## config.mk

```make
export PLATFORM = sky130hd
export DESIGN_NAME = clk_div_multi
export DESIGN_NICKNAME = d
export VERILOG_FILES = /design/src/rtl/clk_div_pkg.sv /design/src/rtl/clk_div_chan.sv /design/src/rtl/clk_div_multi.sv
export SDC_FILE = /design/constraint.sdc
export NUM_CORES = 1
export LEC_CHECK = 0
export CAP_MARGIN = 40
export CORE_MARGIN = 2
export CORE_UTILIZATION = 37
export DETAILED_ROUTE_END_ITERATION = 10
export GPL_ROUTABILITY_DRIVEN = 0
export PLACE_DENSITY = 0.55
export RECOVER_POWER = 50
export SLEW_MARGIN = 15
export SYNTH_ARGS = -nofsm -noshare
export SYNTH_HDL_FRONTEND = slang
export SYNTH_SLANG_ARGS = --single-unit
```

## constraint.sdc

```tcl
create_clock -name i_ref_clk -period 3.4 [get_ports i_ref_clk]
set_input_delay 0.51 -clock i_ref_clk [delete_from_list [all_inputs] [get_ports i_ref_clk]]
set_output_delay 0.51 -clock i_ref_clk [all_outputs]
set_load 0.05 [all_outputs]
```

## src/rtl/clk_div_pkg.sv

```systemverilog
// Shared types and default sizing for the multi-channel clock divider.
package clk_div_pkg;

  typedef enum logic [1:0] {
    ST_IDLE = 2'd0,
    ST_HIGH = 2'd1,
    ST_LOW  = 2'd2
  } chan_state_e;

  localparam int CLK_DIV_DEFAULT_WIDTH    = 8;
  localparam int CLK_DIV_DEFAULT_CHANNELS = 4;

endpackage

```

## src/rtl/clk_div_chan.sv

```systemverilog
// One divider channel: IDLE/HIGH/LOW FSM, phase counter, active ratio and tick.
// Tick register exists only when CLK_DIV_MULTI_TICK_EN is defined.
module clk_div_chan
  import clk_div_pkg::*;
#(
  parameter int WIDTH = CLK_DIV_DEFAULT_WIDTH
) (
  input  logic             i_ref_clk,
  input  logic             i_rst_n,
  input  logic             i_clk_en,
  input  logic [WIDTH-1:0] i_div_ratio,
  output logic             o_div_clk,
  output logic             o_tick,
  output logic             o_active
);

  localparam logic [WIDTH-1:0] ONE = WIDTH'(1);

  chan_state_e      r_state, w_nxt_state;
  logic [WIDTH-1:0] r_cnt, w_nxt_cnt;
  logic [WIDTH-1:0] r_ratio, w_nxt_ratio;
  logic             r_out, w_nxt_out;
  logic             w_ratio_ok;
  logic [WIDTH-1:0] w_high_len;
  logic [WIDTH-1:0] w_low_len;

  // Ratios 0 and 1 cannot be divided and force the bypass path.
  assign w_ratio_ok = |i_div_ratio[WIDTH-1:1];
  assign w_high_len = (r_ratio >> 1) + {{(WIDTH-1){1'b0}}, r_ratio[0]};
  assign w_low_len  = r_ratio >> 1;

  always_ff @(posedge i_ref_clk) begin
    if (!i_rst_n) begin
      r_state <= ST_IDLE;
      r_cnt   <= '0;
      r_ratio <= '0;
      r_out   <= 1'b0;
    end else begin
      r_state <= w_nxt_state;
      r_cnt   <= w_nxt_cnt;
      r_ratio <= w_nxt_ratio;
      r_out   <= w_nxt_out;
    end
  end

  always_comb begin
    w_nxt_state = r_state;
    w_nxt_cnt   = r_cnt;
    w_nxt_ratio = r_ratio;
    w_nxt_out   = r_out;
    case (r_state)
      ST_IDLE: begin
        w_nxt_cnt = '0;
        w_nxt_out = 1'b0;
        if (i_clk_en && w_ratio_ok) begin
          w_nxt_state = ST_HIGH;
          w_nxt_ratio = i_div_ratio;
          w_nxt_out   = 1'b1;
        end
      end
      ST_HIGH: begin
        if (!i_clk_en) begin
          w_nxt_state = ST_IDLE;
          w_nxt_out   = 1'b0;
          w_nxt_cnt   = '0;
        end else if (r_cnt == w_high_len - ONE) begin
          w_nxt_state = ST_LOW;
          w_nxt_out   = 1'b0;
          w_nxt_cnt   = '0;
        end else begin
          w_nxt_cnt = r_cnt + ONE;
        end
      end
      ST_LOW: begin
        if (!i_clk_en) begin
          w_nxt_state = ST_IDLE;
          w_nxt_out   = 1'b0;
          w_nxt_cnt   = '0;
        end else if (r_cnt == w_low_len - ONE) begin
          // Period boundary: the only place a new ratio is accepted.
          w_nxt_ratio = i_div_ratio;
          w_nxt_cnt   = '0;
          if (w_ratio_ok) begin
            w_nxt_state = ST_HIGH;
            w_nxt_out   = 1'b1;
          end else begin
            w_nxt_state = ST_IDLE;
            w_nxt_out   = 1'b0;
          end
        end else begin
          w_nxt_cnt = r_cnt + ONE;
        end
      end
      default: begin
        w_nxt_state = ST_IDLE;
        w_nxt_cnt   = '0;
        w_nxt_out   = 1'b0;
      end
    endcase
  end

  assign o_active  = (r_state != ST_IDLE);
  assign o_div_clk = (!i_rst_n || r_state == ST_IDLE) ? i_ref_clk : r_out;

`ifdef CLK_DIV_MULTI_TICK_EN
  logic r_tick;
  logic w_start;

  assign w_start = (w_nxt_state == ST_HIGH) && (r_state != ST_HIGH);

  always_ff @(posedge i_ref_clk) begin
    if (!i_rst_n) begin
      r_tick <= 1'b0;
    end else begin
      r_tick <= w_start;
    end
  end

  assign o_tick = r_tick;
`else
  assign o_tick = 1'b0;
`endif

endmodule

```

## src/rtl/clk_div_multi.sv

```systemverilog
// Array of independent clock-divider channels sharing one reference clock.
// Tick outputs are generated only when CLK_DIV_MULTI_TICK_EN is defined.
module clk_div_multi
  import clk_div_pkg::*;
#(
  parameter int WIDTH    = CLK_DIV_DEFAULT_WIDTH,
  parameter int CHANNELS = CLK_DIV_DEFAULT_CHANNELS
) (
  input  logic                      i_ref_clk,
  input  logic                      i_rst_n,
  input  logic [CHANNELS-1:0]       i_clk_en,
  input  logic [CHANNELS*WIDTH-1:0] i_div_ratio,
  output logic [CHANNELS-1:0]       o_div_clk,
  output logic [CHANNELS-1:0]       o_tick,
  output logic [CHANNELS-1:0]       o_active
);

  genvar gk;
  generate
    for (gk = 0; gk < CHANNELS; gk++) begin : g_chan
      clk_div_chan #(
        .WIDTH(WIDTH)
      ) u_chan (
        .i_ref_clk  (i_ref_clk),
        .i_rst_n    (i_rst_n),
        .i_clk_en   (i_clk_en[gk]),
        .i_div_ratio(i_div_ratio[gk*WIDTH +: WIDTH]),
        .o_div_clk  (o_div_clk[gk]),
        .o_tick     (o_tick[gk]),
        .o_active   (o_active[gk])
      );
    end
  endgenerate

endmodule
```

-- Word level (Yosys, flattened, before mapping)
Cells that the tools add are included.
- add/subtract/negate cells: 16
- equality and inequality tests: 36
- muxes and demuxes: 96
- reduce and logical (&&, ||, !) cells: 37
- operators by type and width (cell ; count):
    $mux W8 ; 28
    $pmux W8 S2 ; 8
    $eq A8 B8 Y1 ; 8
    $mux W2 ; 20
    $add A7 B1 Y8 ; 4
    $add A8 B1 Y8 const B ; 4
    $mux W1 ; 32
    $sub A7 B1 Y8 const B ; 4
    $sub A8 B1 Y8 const B ; 4
    $reduce_or A7 Y1 ; 4
    $ne A3 B2 Y1 const B ; 8
    $pmux W2 S3 ; 4
    $ne A2 B1 Y1 const B ; 8
    $reduce_and A4 Y1 ; 4
    $reduce_bool A2 Y1 ; 8
    $pmux W1 S3 ; 4
    $reduce_and A3 Y1 ; 4
    $eq A2 B1 Y1 const B ; 4
    $eq A2 B2 Y1 const B ; 4
    $logic_not A2 Y1 ; 4
    $ne A2 B2 Y1 const B ; 4
    $reduce_and A2 Y1 ; 4
    $logic_and A1 B1 Y1 ; 4
    $logic_or A1 B1 Y1 ; 4
    $logic_not A1 Y1 ; 1
- register bits after elaboration: 76
- bits of input ports: 38
- output and inout bits: 12

-- Longest topological paths before layout
Gate-level depths: netlist of run 1.
- depth after elaboration: 6
- mapped depth: 10
- gate-level depth less buffers: 10

-- Modules after synthesis
A second synthesis of run 1 with hierarchy kept.
- cell total of the unflattened synthesis: 636
- area, all modules: 5462.7 µm²
- by module, submodules not included (module ; instances ; cells each ; area an instance (µm²)):
    clk_div_chan at g_chan[0].u_chan ... ; 3 ; 158 ; 1362.6
    clk_div_chan at g_chan[3].u_chan ; 1 ; 162 ; 1375.1

==> metrics.log, run 1 <==
[metrics] Worst Max-Slew Pin Slew: just over 800 ps
[metrics] dominant cell by count in the synthesized netlist: sky130_fd_sc_hd__nand2_1
[metrics] overall track demand over capacity in global routing: 0.165
[metrics] Rel. slew slack: 0.446
[metrics] hold crit path type: flip-flop to flip-flop
[metrics] Starting Density: 0.379
[metrics] list of cells traversed by the critical path: clkbuf_16 -> clkbuf_16 -> o21ai_0 -> nand2_1 -> clkdlybuf4s50_1
[metrics] leading cell types by total area after synthesis: sky130_fd_sc_hd__dfxtp_1, sky130_fd_sc_hd__ha_1, sky130_fd_sc_hd__xor2_1
[metrics] number of buffer cells added on primary ports: 45
[metrics] post-CTS resize count: 0
[metrics] Synthesis Warnings: 0
[metrics] total buffers and inverters traversed by the critical path: 3
[metrics] nature of the critical path endpoint: output port
[metrics] worst reg2reg endpoint: g_chan[2].u_chan.r_state[0]
[metrics] number of unique standard cell types used by synthesis: 70
[metrics] number of fillers in the final layout: between 1000 and 1500
[metrics] Core Box Area: about 0.014 mm²
[metrics] most used flip-flop cell after synthesis: sky130_fd_sc_hd__dfxtp_1
[metrics] initial antenna violation count: 0
[metrics] instance count after placement with tap cells included: approximately 840
[metrics] setup violators final: 0
[metrics] total power divided by cell area: around 570 mW/mm²
[metrics] Post-Route Setup TNS: 0 ps
[metrics] pin count of the biggest net entering global routing: 50
[metrics] height of the die: ~120 µm
[metrics] proportion of netlist area held by the largest area contributor: 0.288
[metrics] logic depth of the worst path, buffers included: 5
[metrics] top cells by count, synth: sky130_fd_sc_hd__nand2_1, sky130_fd_sc_hd__dfxtp_1, sky130_fd_sc_hd__nor2_1
[metrics] source of the critical timing path: i_ref_clk
[metrics] worst r2r path cells: 9
[metrics] half-perimeter wire length of the detailed placement result: 9010 µm
[metrics] WL met2: around 5300 µm
[metrics] number of setup buffers added after CTS: 0
[metrics] remaining global-route overflow: 0
[metrics] vias in the first global route: roughly 4400
[metrics] detailed route wirelength on metal3: between 600 and 700 µm
[metrics] fraction of final layout cells sized beyond drive strength 1: 0.0572
[metrics] final routed DRC violation total: 0
[metrics] Post-Synthesis Mean Instance Area: just over 8 µm²
[metrics] area of the mapped netlist: between 0.005 and 0.006 mm²
[metrics] standard-cell row count: 43
[metrics] Antenna Violating Nets Remaining: 0
[metrics] cell count after synthesis: about 650
[metrics] number of pins with negative max-slew slack in the final report: 0
[metrics] First DRT Iteration DRCs: between 150 and 200
[metrics] proportion of synthesized chip area in sequential cells: 0.288
[metrics] total power after layout: 3.52 mW
[metrics] RSZ-0062 raised after global routing: no
[metrics] number of antenna diodes: 0
[metrics] Finished Core Util: 0.442
[metrics] Async SR Flop Fraction: 0
[metrics] Worst-path clk slew: 60 ps
[metrics] max-capacitance violation count: 0
[metrics] cell repeated most along the worst path: sky130_fd_sc_hd__clkbuf_16
[metrics] top fanout value on the critical path: 2
[metrics] cell with the biggest individual delay on the critical path: sky130_fd_sc_hd__clkdlybuf4s50_1
[metrics] number of flip-flops and latches in the synthesized netlist: 76
[metrics] die area: between 0.015 and 0.02 mm²
[metrics] total routed wirelength: about 12000 µm
[metrics] die outline width: between 100 and 150 µm
[metrics] Area Overhead vs Synth: 16.4%
[metrics] first-pass GRT wire length: roughly 20000 µm
[metrics] Final Hold Violating Endpoints: 0
[metrics] Reg2Reg Launch Point: g_chan[2].u_chan.r_ratio[1]
[metrics] final instance count without filler cells: around 860
[metrics] Worst path top cell family by delay: buffers and inverters
[metrics] Worst VDD drop: 0.318 mV
[metrics] post-detailed-route via-to-cell ratio: about 5.3
[metrics] vias: ~4500
[metrics] Post-synth EDFFs: 0
[metrics] largest area contributor in the netlist: sky130_fd_sc_hd__dfxtp_1
[metrics] worst-case clock skew: 8.02 ps
[metrics] clock latency on the worst-skew pair: 460 ps
[metrics] LEAKAGE: roughly 2.5 nW
[metrics] flop-to-flop setup slack: 380 ps
[metrics] critical path's largest stage delay: between 700 and 800 ps
[metrics] number of top-level design ports: 50
[metrics] average detailed-routed wire length per instance: about 14 µm
[metrics] Req. time, crit path: between 2000 and 3000 ps
[metrics] TritonCTS clock tree: yes
[metrics] final-stage net count: 747
[metrics] detailed-routing wirelength on met1: 5710 µm
[metrics] signal arrival time at the worst endpoint: ~2800 ps
[metrics] critical path endpoint: o_div_clk[1]
[metrics] number of buffers inserted by hold repair at cts: 0
[metrics] uppermost layer routed: met4
[metrics] total iterations of the first detailed-routing run: 4
[metrics] crit path kind: clock port to output port
[metrics] sort of element at the start of the critical path: clock port
[metrics] result of the run: finished, final reports clean
[metrics] worst hold slack: between 400 and 500 ps
## layer usage
metal / track usage / up-vias
li1: - / 2330
met1: 0.205 / 2083
met2: 0.256 / 107
met3: 0.0521 / 26
met4: 0.0831 / 0
met5: 0 / -
## metrics by stage
step,setup slack (ps),instance area [µm²]
6_report,49.8,6160
5_1_grt,29.7,6160
4_1_cts,33.5,6200
3_5_place_dp,392,5780
3_3_place_gp,392,5780
2_1_floorplan,897,5300
## cell type report
cell class / count / area (µm²) / share of cell area
Clock inverter: 5 / 60.1 / 0.00976
Timing Repair Buffer: 45 / 434 / 0.0705
Tap cell: 180 / 225 / 0.0366
Sequential cell: 76 / 1520 / 0.247
Clock buffer: 19 / 393 / 0.0638
Multi-Input combinational cell: 503 / 3390 / 0.551
Inverter: 34 / 128 / 0.0207
## report_power, final
group	total (mW)	leakage (nW)	switching, mW	internal (mW)
clock	1.54	0.239	0.635	0.901
combinational	0.925	1.64	0.516	0.409
sequential	1.06	0.619	0.0970	0.960
total	3.52	2.49	1.25	2.27
## cells by family after synthesis
family,synth area share
buffers and inverters,0.0651
AO/OA/AOI/OAI,0.153
flip-flops,0.288
other,0.000709
AND/OR/NAND/NOR,0.244
adder cells (fa/ha/maj),0.0757
multiplexers,0.0492
XOR/XNOR,0.124
## placed cells by master (no fill, tap or decap), types with 3 or more instances in the layout
cell,count
sky130_fd_sc_hd__buf_4,4
sky130_fd_sc_hd__nand4b_1,3
sky130_fd_sc_hd__conb_1,4
sky130_fd_sc_hd__a21oi_1,23
sky130_fd_sc_hd__a221oi_1,6
sky130_fd_sc_hd__o211ai_1,6
sky130_fd_sc_hd__dlygate4sd3_1,4
sky130_fd_sc_hd__nor3_1,7
sky130_fd_sc_hd__xnor2_1,32
sky130_fd_sc_hd__o31ai_1,4
sky130_fd_sc_hd__o21a_1,3
sky130_fd_sc_hd__o21ai_0,12
sky130_fd_sc_hd__xor2_1,43
sky130_fd_sc_hd__or4_1,4
sky130_fd_sc_hd__a2111oi_0,3
sky130_fd_sc_hd__nor4_1,7
sky130_fd_sc_hd__a31oi_1,6
sky130_fd_sc_hd__mux2i_1,26
sky130_fd_sc_hd__inv_1,34
sky130_fd_sc_hd__nand3_1,43
sky130_fd_sc_hd__ha_1,32
sky130_fd_sc_hd__or2_2,3
sky130_fd_sc_hd__clkdlybuf4s50_1,40
sky130_fd_sc_hd__o32ai_1,3
sky130_fd_sc_hd__dfxtp_1,76
sky130_fd_sc_hd__o2111ai_1,4
sky130_fd_sc_hd__or3_1,5
sky130_fd_sc_hd__and4_1,3
sky130_fd_sc_hd__o41ai_1,3
sky130_fd_sc_hd__clkbuf_16,13
sky130_fd_sc_hd__nor2_1,65
sky130_fd_sc_hd__nor3b_1,7
sky130_fd_sc_hd__and3_1,17
sky130_fd_sc_hd__nand2_1,77
## worst min path at each step
stage,startpoint,cells past startpoint,endpoint,slack [ps]
after CTS,g_chan[0].u_chan.r_out,2,g_chan[0].u_chan.r_out,460
final,g_chan[0].u_chan.r_out,2,g_chan[0].u_chan.r_out,460
after floorplan,g_chan[1].u_chan.r_ratio[0],2,g_chan[1].u_chan.r_ratio[0],430
after global routing,g_chan[2].u_chan.r_out,2,g_chan[2].u_chan.r_out,490
after detailed placement,g_chan[2].u_chan.r_out,2,g_chan[2].u_chan.r_out,450
after global placement,g_chan[0].u_chan.r_out,2,g_chan[0].u_chan.r_out,450
## worst min-delay path, delay by kind of cell (launching register included)
family          cells  cell delay, ps
flops               1             310
compound gates      1              50
simple gates        1              50
## sequential cells by signal, indices dropped and copies added, names as in the netlist
| signal | count |
|---|---|
| g_chan.u_chan.r_out | 4 |
| g_chan.u_chan.r_state | 8 |
| g_chan.u_chan.r_cnt | 32 |
| g_chan.u_chan.r_ratio | 32 |
Note: power is estimated with default switching activity, not from simulation.
==> inputs of run 2 (changes only) <==
--- a/config.mk
+++ b/config.mk
@@ -7,12 +7,14 @@
 export LEC_CHECK = 0
 export CAP_MARGIN = 40
 export CORE_MARGIN = 2
-export CORE_UTILIZATION = 37
+export CORE_UTILIZATION = 40
+export CTS_BUF_LIST = sky130_fd_sc_hd__clkbuf_8
 export DETAILED_ROUTE_END_ITERATION = 10
 export GPL_ROUTABILITY_DRIVEN = 0
-export PLACE_DENSITY = 0.55
+export PLACE_DENSITY = 0.58
 export RECOVER_POWER = 50
 export SLEW_MARGIN = 15
 export SYNTH_ARGS = -nofsm -noshare
 export SYNTH_HDL_FRONTEND = slang
 export SYNTH_SLANG_ARGS = --single-unit
+export TNS_END_PERCENT = 100
==> run 2 against run 1 <==
Effect of this change:
- global-route usage is 1.3 points higher
- via count increased by 0.18%
- first-iteration DRC count increased by 12%
- combinational power is 0.6% lower
- final area decreased by 2.4%
- clock power is 21% lower
- register-to-register slack about the same
- non-clock buffer count is the same
- routed wire length decreased by 0.18%
- die area down 7.3%
- highest routed layer unchanged
==> metrics.log, run 2 (synthesized netlist as in run 1, its figures left out) <==
[metrics] initial antenna violation count: 0
[metrics] clock latency on the worst-skew pair: ~480 ps
[metrics] max-capacitance violation count: 0
[metrics] grt met1 use: 0.217
[metrics] first-pass GRT wire length: 20600 µm
[metrics] height of the die: 119 µm
[metrics] top fanout value on the critical path: 2
[metrics] number of buffer cells added on primary ports: 45
[metrics] total power after layout: 3.19 mW
[metrics] number of buffers inserted by hold repair at cts: 0
[metrics] remaining global-route overflow: 0
[metrics] First DRT Iteration DRCs: 196
[metrics] worst-case clock skew: 11.5 ps
[metrics] total power divided by cell area: about 530 mW/mm²
[metrics] Final Hold Violating Endpoints: 0
[metrics] nature of the critical path endpoint: output port
[metrics] standard-cell row count: between 40 and 50
[metrics] die area: around 0.014 mm²
[metrics] total iterations of the first detailed-routing run: 6
[metrics] vias in the first global route: ~4500
[metrics] vias: 4554
[metrics] number of top-level design ports: 50
[metrics] RSZ-0062 raised after global routing: no
[metrics] TritonCTS clock tree: yes
[metrics] global routing usage on met2: 0.276
[metrics] Rel. slew slack: 0.408
[metrics] total routed wirelength: approximately 12000 µm
[metrics] setup violators final: 0
[metrics] Core Box Area: about 0.013 mm²
[metrics] Top Usage Layer GRT: met2
[metrics] die outline width: around 120 µm
[metrics] Post-Route Setup TNS: 0 ps
[metrics] number of setup buffers added after CTS: 0
[metrics] overall track demand over capacity in global routing: 0.178
[metrics] half-perimeter wire length of the detailed placement result: ~9000 µm
[metrics] met3 routing resource usage after global routing: 0.0556
[metrics] post-CTS resize count: 0
[metrics] result of the run: finished, final reports clean
[metrics] fraction of final layout cells sized beyond drive strength 1: 0.0572
[metrics] post-detailed-route via-to-cell ratio: between 5 and 6
[metrics] Worst VDD drop: roughly 0.21 mV
[metrics] LEAKAGE: approximately 2.4 nW
[metrics] signal arrival time at the worst endpoint: between 2000 and 3000 ps
[metrics] final-stage net count: roughly 750
[metrics] Antenna Violating Nets Remaining: 0
[metrics] most common library cell in the layout ignoring fill and taps: sky130_fd_sc_hd__nand2_1
[metrics] hold crit path type: flip-flop to flip-flop
[metrics] crit path kind: clock port to output port
[metrics] Worst Max-Slew Pin Slew: approximately 890 ps
[metrics] pin count of the biggest net entering global routing: 38
[metrics] Worst-path clk slew: 80 ps
[metrics] Starting Density: 0.404
[metrics] Area Overhead vs Synth: 13.7%
[metrics] Largest regs: g_chan.u_chan.r_cnt (32), g_chan.u_chan.r_ratio (32), g_chan.u_chan.r_state (8)
[metrics] Req. time, crit path: a little under 3000 ps
[metrics] average detailed-routed wire length per instance: around 14 µm
[metrics] sort of element at the start of the critical path: clock port
[metrics] most used cells in the layout excluding fill and tap cells: sky130_fd_sc_hd__nand2_1, sky130_fd_sc_hd__dfxtp_1, sky130_fd_sc_hd__nor2_1
[metrics] final routed DRC violation total: 0
[metrics] number of antenna diodes: 0
[metrics] number of pins with negative max-slew slack in the final report: 0
-- run 2: worst max-delay path: stages --
cell                              delay (ps)
sky130_fd_sc_hd__clkbuf_8                120
sky130_fd_sc_hd__clkbuf_8                130
sky130_fd_sc_hd__o21ai_0                  70
sky130_fd_sc_hd__nand2_1                  80
sky130_fd_sc_hd__clkdlybuf4s50_1         700
-- run 2: path summary, 6_finish.rpt --
kind	from	cells after the start	end	slack [ps]
hold reg to reg	g_chan[1].u_chan.r_out	2	g_chan[1].u_chan.r_out	470
setup reg to reg	g_chan[2].u_chan.r_ratio[1]	9	g_chan[2].u_chan.r_state[1]	390
hold / removal	g_chan[1].u_chan.r_out	2	g_chan[1].u_chan.r_out	470
setup / recovery	i_ref_clk	5	o_div_clk[2]	80
-- run 2: area by class of cell --
cell class                      count  area (µm²)
Clock buffer                       17         221
Clock inverter                      7        91.3
Fill cell                        1309        7070
Inverter                           34         128
Multi-Input combinational cell    503        3390
Sequential cell                    76        1520
Tap cell                          176         220
Timing Repair Buffer               45         434
-- run 2: layer usage --
metal	vias up	part of all wire
li1	2323	-
met3	31	0.055
met4	0	0.032
met5	-	0
met1	2100	0.47
met2	100	0.44
-- run 2: through the flow --
stage,instance area [µm²],hold slack (ps),setup WS [ps],cells,util
floorplan,5300,435,897,655,-
global placement,5780,446,392,838,0.442
detailed placement,5780,452,392,838,0.442
CTS,6050,411,51.1,858,0.462
global route,6010,492,11.4,858,0.459
finish,6010,465,85.0,858,0.459
-- run 2: power by group --
group	internal, mW	switching, mW
clock	0.602	0.609
sequential	0.958	0.0991
combinational	0.408	0.511
total	1.97	1.22
==> inputs of run 3 (changes only) <==
--- a/config.mk
+++ b/config.mk
@@ -5,7 +5,6 @@
 export SDC_FILE = /design/constraint.sdc
 export NUM_CORES = 1
 export LEC_CHECK = 0
-export CAP_MARGIN = 40
 export CORE_MARGIN = 2
 export CORE_UTILIZATION = 40
 export CTS_BUF_LIST = sky130_fd_sc_hd__clkbuf_8
==> results of run 3 <==
No change in the layout: final DEF, timing and power equal those of run 2.
